### src/rtl/bshift_pipe.sv
// bshift_pipe: pipelined barrel shifter with valid/ready flow control.
//
// Modes (op_i): 00 SLL, 01 SRL, 10 SRA, 11 ROL. Right shifts are turned into
// left shifts by bit-reversing the operand on entry and the result on exit,
// so every stage only ever shifts left. The SRA fill bit is captured at the
// input and carried with the beat.
//
// Stage k resolves shift bits [k*BITS_PER_STAGE +: BITS_PER_STAGE], LSB group
// first; NSTG = ceil(log2(WIDTH)/BITS_PER_STAGE). Stages collapse bubbles:
// a stage loads when it is empty or when its successor loads from it.
//
// Optional build macro: BSHIFT_ONEHOT_EN
//   defined   - shift_i is WIDTH bits one-hot (highest set bit wins, all-zero
//               means shift 0); an extra register stage holds the encoded
//               amount, so latency is NSTG+1.
//   undefined - shift_i is a log2(WIDTH)-bit binary amount, latency NSTG.
//
// Ports:
//   clk_i, rst_i            clock, asynchronous active-high reset
//   in_valid_i/in_ready_o   input handshake
//   op_i, shift_i, tag_i, data_i   operation, amount, sideband tag, operand
//   out_valid_o/out_ready_i output handshake
//   tag_o, data_o           result tag and data (zero when out_valid_o=0)

module bshift_pipe #(
    parameter int WIDTH          = 64,
    parameter int BITS_PER_STAGE = 2,
    parameter int TAG_W          = 4
) (
    input  logic                     clk_i,
    input  logic                     rst_i,
    input  logic                     in_valid_i,
    output logic                     in_ready_o,
    input  logic [1:0]               op_i,
`ifdef BSHIFT_ONEHOT_EN
    input  logic [WIDTH-1:0]         shift_i,
`else
    input  logic [$clog2(WIDTH)-1:0] shift_i,
`endif
    input  logic [TAG_W-1:0]         tag_i,
    input  logic [WIDTH-1:0]         data_i,
    output logic                     out_valid_o,
    input  logic                     out_ready_i,
    output logic [TAG_W-1:0]         tag_o,
    output logic [WIDTH-1:0]         data_o
);

    localparam int SW   = $clog2(WIDTH);
    localparam int BPS  = BITS_PER_STAGE;
    localparam int NSTG = (SW + BPS - 1) / BPS;
    localparam int PW   = NSTG * BPS;

    localparam logic [1:0] OP_SRL = 2'b01;
    localparam logic [1:0] OP_SRA = 2'b10;
    localparam logic [1:0] OP_ROL = 2'b11;

    typedef struct packed {
        logic             valid;
        logic [1:0]       op;
        logic             fill;
        logic [SW-1:0]    shamt;
        logic [TAG_W-1:0] tag;
        logic [WIDTH-1:0] data;
    } beat_t;

    function automatic logic [WIDTH-1:0] bitrev(input logic [WIDTH-1:0] d);
        logic [WIDTH-1:0] r;
        for (int i = 0; i < WIDTH; i++) r[i] = d[WIDTH-1-i];
        return r;
    endfunction

    function automatic logic is_right(input logic [1:0] op);
        return (op == OP_SRL) || (op == OP_SRA);
    endfunction

    // Left shift through a double-width window: the low half supplies either
    // the fill bit or, for rotate, a second copy of the operand.
    function automatic logic [WIDTH-1:0] lshift(input logic [WIDTH-1:0] d,
                                                input logic rot,
                                                input logic fill,
                                                input logic [SW-1:0] s);
        logic [2*WIDTH-1:0] ext;
        ext = rot ? {d, d} : {d, {WIDTH{fill}}};
        ext = ext << s;
        return ext[2*WIDTH-1:WIDTH];
    endfunction

    // Keep only this stage's group of shift bits, at its true weight.
    function automatic logic [SW-1:0] stage_amt(input logic [SW-1:0] shamt, input int k);
        logic [PW-1:0] padded;
        logic [PW-1:0] grp;
        padded = PW'(shamt);
        grp = '0;
        grp[k*BPS +: BPS] = padded[k*BPS +: BPS];
        return grp[SW-1:0];
    endfunction

    logic [SW-1:0]   enc;
    beat_t           in_beat;
    beat_t           src0;
    beat_t           src   [NSTG];
    beat_t           stg_d [NSTG];
    beat_t           stg_q [NSTG];
    logic [NSTG-1:0] go;

`ifdef BSHIFT_ONEHOT_EN
    always_comb begin
        enc = '0;
        for (int i = 0; i < WIDTH; i++) begin
            if (shift_i[i]) enc = SW'(i);
        end
    end
`else
    assign enc = shift_i;
`endif

    always_comb begin
        in_beat       = '0;
        in_beat.valid = in_valid_i;
        in_beat.op    = op_i;
        in_beat.fill  = (op_i == OP_SRA) & data_i[WIDTH-1];
        in_beat.shamt = enc;
        in_beat.tag   = tag_i;
        in_beat.data  = is_right(op_i) ? bitrev(data_i) : data_i;
    end

    // Advance chain from the output back toward the input.
    always_comb begin
        logic g;
        go = '0;
        g  = out_ready_i;
        for (int k = NSTG - 1; k >= 0; k--) begin
            g     = !stg_q[k].valid | g;
            go[k] = g;
        end
    end

`ifdef BSHIFT_ONEHOT_EN
    beat_t pre_q;

    assign in_ready_o = !pre_q.valid | go[0];
    assign src0       = pre_q;

    always_ff @(posedge clk_i or posedge rst_i) begin
        if (rst_i) begin
            pre_q <= '0;
        end else if (in_ready_o) begin
            pre_q <= in_beat;
        end
    end
`else
    assign in_ready_o = go[0];
    assign src0       = in_beat;
`endif

    always_comb begin
        src[0] = src0;
        for (int k = 1; k < NSTG; k++) src[k] = stg_q[k-1];
        for (int k = 0; k < NSTG; k++) begin
            stg_d[k]      = src[k];
            stg_d[k].data = lshift(src[k].data, src[k].op == OP_ROL, src[k].fill,
                                   stage_amt(src[k].shamt, k));
        end
    end

    always_ff @(posedge clk_i or posedge rst_i) begin
        if (rst_i) begin
            for (int k = 0; k < NSTG; k++) stg_q[k] <= '0;
        end else begin
            for (int k = 0; k < NSTG; k++) begin
                if (go[k]) stg_q[k] <= stg_d[k];
            end
        end
    end

    assign out_valid_o = stg_q[NSTG-1].valid;

    always_comb begin
        data_o = '0;
        tag_o  = '0;
        if (stg_q[NSTG-1].valid) begin
            data_o = is_right(stg_q[NSTG-1].op) ? bitrev(stg_q[NSTG-1].data)
                                                : stg_q[NSTG-1].data;
            tag_o  = stg_q[NSTG-1].tag;
        end
    end

endmodule
### config.mk
export PLATFORM = sky130hd
export DESIGN_NAME = bshift_pipe
export DESIGN_NICKNAME = d
export VERILOG_FILES = /design/src/rtl/bshift_pipe.sv
export SDC_FILE = /design/constraint.sdc
export NUM_CORES = 1
export LEC_CHECK = 0
export BUFFER_PORTS_ARGS = -buffer_cell sky130_fd_sc_hd__buf_2
export CAP_MARGIN = 20
export CORE_MARGIN = 8
export CORE_UTILIZATION = 45
export DETAILED_ROUTE_END_ITERATION = 6
export PLACE_DENSITY = 0.7
export SYNTH_ARGS = -nofsm -noshare
export SYNTH_HDL_FRONTEND = slang
export SYNTH_SLANG_ARGS = --single-unit
### constraint.sdc
create_clock -name clk_i -period 27.6 [get_ports clk_i]
set_input_delay 8.28 -clock clk_i [delete_from_list [all_inputs] [get_ports clk_i]]
set_output_delay 8.28 -clock clk_i [all_outputs]
set_load 0.005 [all_outputs]
==> metrics.txt <==
clk root buf clkbuf_16; sequential power share 0.386; ys async rst share 1.00; GP Congestion ~0.90; Resize count post-CTS 0; grt ovf 0; gate count of the mapped netlist roughly 1.6k; hold_buf cts 0; antenna cell count 0; cell taking the most area after synthesis dfrtp_1; Fin. Hold Viols 0; total negative slack 0 ps; hold depth 2; Psw between 0.4 and 0.5 mW; row count 65; Core Area between 0.03 and 0.04 sq mm; Initial Util 0.454; Worst-path clk slew about 60 ps; TritonCTS clock tree built; CP Max Fanout 4; crit path max-delay cell type nand4b_1; Worst IR Drop VDD 0.0000598 V; status finished, final reports clean; clk buf depth 3; full die area roughly 0.038 sq mm; synth warn 0; fin crit share 0.623; Setup-failing EPs final 0; static leakage approximately 6.9 nW; total power 1.28 mW; main flop type after synthesis dfrtp_1; drt pass-1 iters 5; Slew Viols, Final 0; CTS sink cnt 221; most common cell in the netlist nor2_1; post-synth top area share 0.389; Setup WS post-layout about 10,000 ps; first-pass GRT wire length slightly above 60,000 um; worst setup path class input pin to primary output; dpl ws about 10,000 ps; Die Y-Extent around 190 um; cell mode on critical path buf_2; vias in the first global route between 10k and 15k; Total Routed Length 38,600 um; class of the worst hold path flip-flop to flip-flop; htree depth 1; CP cell instances buf_2, nand4b_1, buf_2; Critical Path RT between 15,000 and 20,000 ps; fin crit period approximately 17,000 ps; aggregate global-route resource usage 0.200; Startpoint Class input pin; post-CTS setup buffers 0; Internal Power 0.803 mW; # DRC 0; Post-DRT Antenna Nets 0; clock share of power 0.254; relative slew slack 0.300; Final #Nets between 1.5k and 2k; Reg2Reg Depth 5; crit path capture type primary output; Final HPWL DP 28,000 um; syn_nets 1,636; Critical Path Stages 3; Post-Synthesis Cell Area around 0.014 sq mm; Vias roughly 12k; Synth top cells by count nor2_1, dfrtp_1, nand2_1; Logic pwr share 0.360; Switching Share 0.374; vias per cell 5.86; wire per inst roughly 19 um; Port Buffers ~150; sequential fraction of the synthesis area 0.389; clk_lat worst skew ~510 ps; Boundary Pins 150; Avg Inst Size Synth between 9 and 10 sq um; slowest stage delay, CP 290 ps; CTS Buf Count 24; EDFF count, synth 0; Area Growth Syn to Fin 11.4%; largest cells by area after synthesis dfrtp_1, mux4_2, nor2_1; critical path buffer and inverter count 2; Fmax achieved ~58 MHz; 1st-iter DRT viols between 1k and 1.5k; Worst-Margin Slew around 1000 ps; Cell variety after synth 49; antenna violations before repair 0; Clock Skews between 10 and 15 ps; pin count of the biggest net entering global routing roughly 160; Worst EP arrival about 9000 ps; RSZ-0062 raised after global routing false; share of layout cells above drive strength 1 0.203; Max Cap Viol 0; pwr dens roughly 81 mW/mm^2; crit-path leading delay family buffers and inverters; Die X 194 um; Synth Register Bits ~220
-- cell type report --
type / count / area, sq um
Clock buffer: 35 / 743
Clock inverter: 9 / 76.3
Fill cell: 2883 / 15500
Inverter: 7 / 33.8
Multi-Input combinational cell: 1185 / 8050
Sequential cell: 221 / 5540
Tap cell: 402 / 503
Timing Repair Buffer: 165 / 906
-- tightest hold or removal path, cell delays in order, from the launching register on --
cell and delay, ps:
dfrtp_1 340, nand2_1 50, nand2_1 50
-- per-stage QoR --
step	std cells	instance area, sq um	util	hold slack [ps]
6_report	2024	15900	0.506	466
5_1_grt	2024	15900	0.506	497
4_1_cts	2022	15800	0.505	469
3_5_place_dp	1978	15000	0.478	455
3_3_place_gp	1978	15000	0.478	445
2_1_floorplan	1554	14200	-	433
-- cells by family (layout without fill, tap and decap cells) --
group	after synthesis	in the layout	synth area share
xor gates and xnor gates	3	3	0.00185
and+or+nand+nor	582	582	0.170
DFF	221	221	0.389
adders and majority gates	2	2	0.00176
AOI/OAI and AO/OA	389	389	0.176
buffers and inverters	148	216	0.0490
muxes	209	209	0.213
-- flip-flops by register name (all words and copies together) (netlist names) --
name and count:
src 150, stg_q 70, out_valid_o 1
-- path summary, 6_finish.rpt --
path / endpoint / start / slack, ps
min in group asynchronous: stg_q[19] / rst_i / 7780
worst max-delay path: in_ready_o / out_ready_i / 10400
worst min register to register: src[66] / src[66] / 470
worst max register to register: src[103] / out_valid_o / 24280
worst min-delay path: src[66] / src[66] / 470
max in group asynchronous: src[148] / rst_i / 18120
-- power by group through the flow --
| stage | Clock, mW | Sequential, mW | Combinational (mW) |
|---|---|---|---|
| floorplan | 0 | 0.452 | 0.336 |
| global placement | 0 | 0.493 | 0.450 |
| detailed placement | 0 | 0.497 | 0.460 |
| CTS | 0.333 | 0.492 | 0.464 |
| global route | 0.346 | 0.504 | 0.518 |
| finish | 0.326 | 0.494 | 0.462 |
-- cells in the final DEF, fill, tap and decap left out, types with 7 or more instances in the layout --
master / instances
nor2_1: 263
dfrtp_1: 216
nand2_1: 211
buf_2: 149
a21oi_1: 91
mux2i_1: 87
o22ai_1: 65
a21boi_1: 61
mux2_2: 57
mux4_2: 51
o21ai_0: 44
a31oi_1: 38
clkbuf_16: 25
and2_1: 21
nor2b_1: 20
nor3_1: 19
nand2b_1: 19
nand3_1: 18
a21o_1: 17
o21a_1: 16
o221ai_1: 15
o31ai_1: 15
mux4_1: 14
buf_4: 14
clkbuf_8: 8
o22a_1: 7
-- per-layer routing --
| layer | track usage | part of all wire |
|---|---|---|
| met3 | 0.0366 | 0.066 |
| met5 | 0 | 0 |
| met1 | 0.290 | 0.47 |
| met4 | 0.0410 | 0.016 |
| met2 | 0.308 | 0.44 |
(Power assumes the default switching activity.)
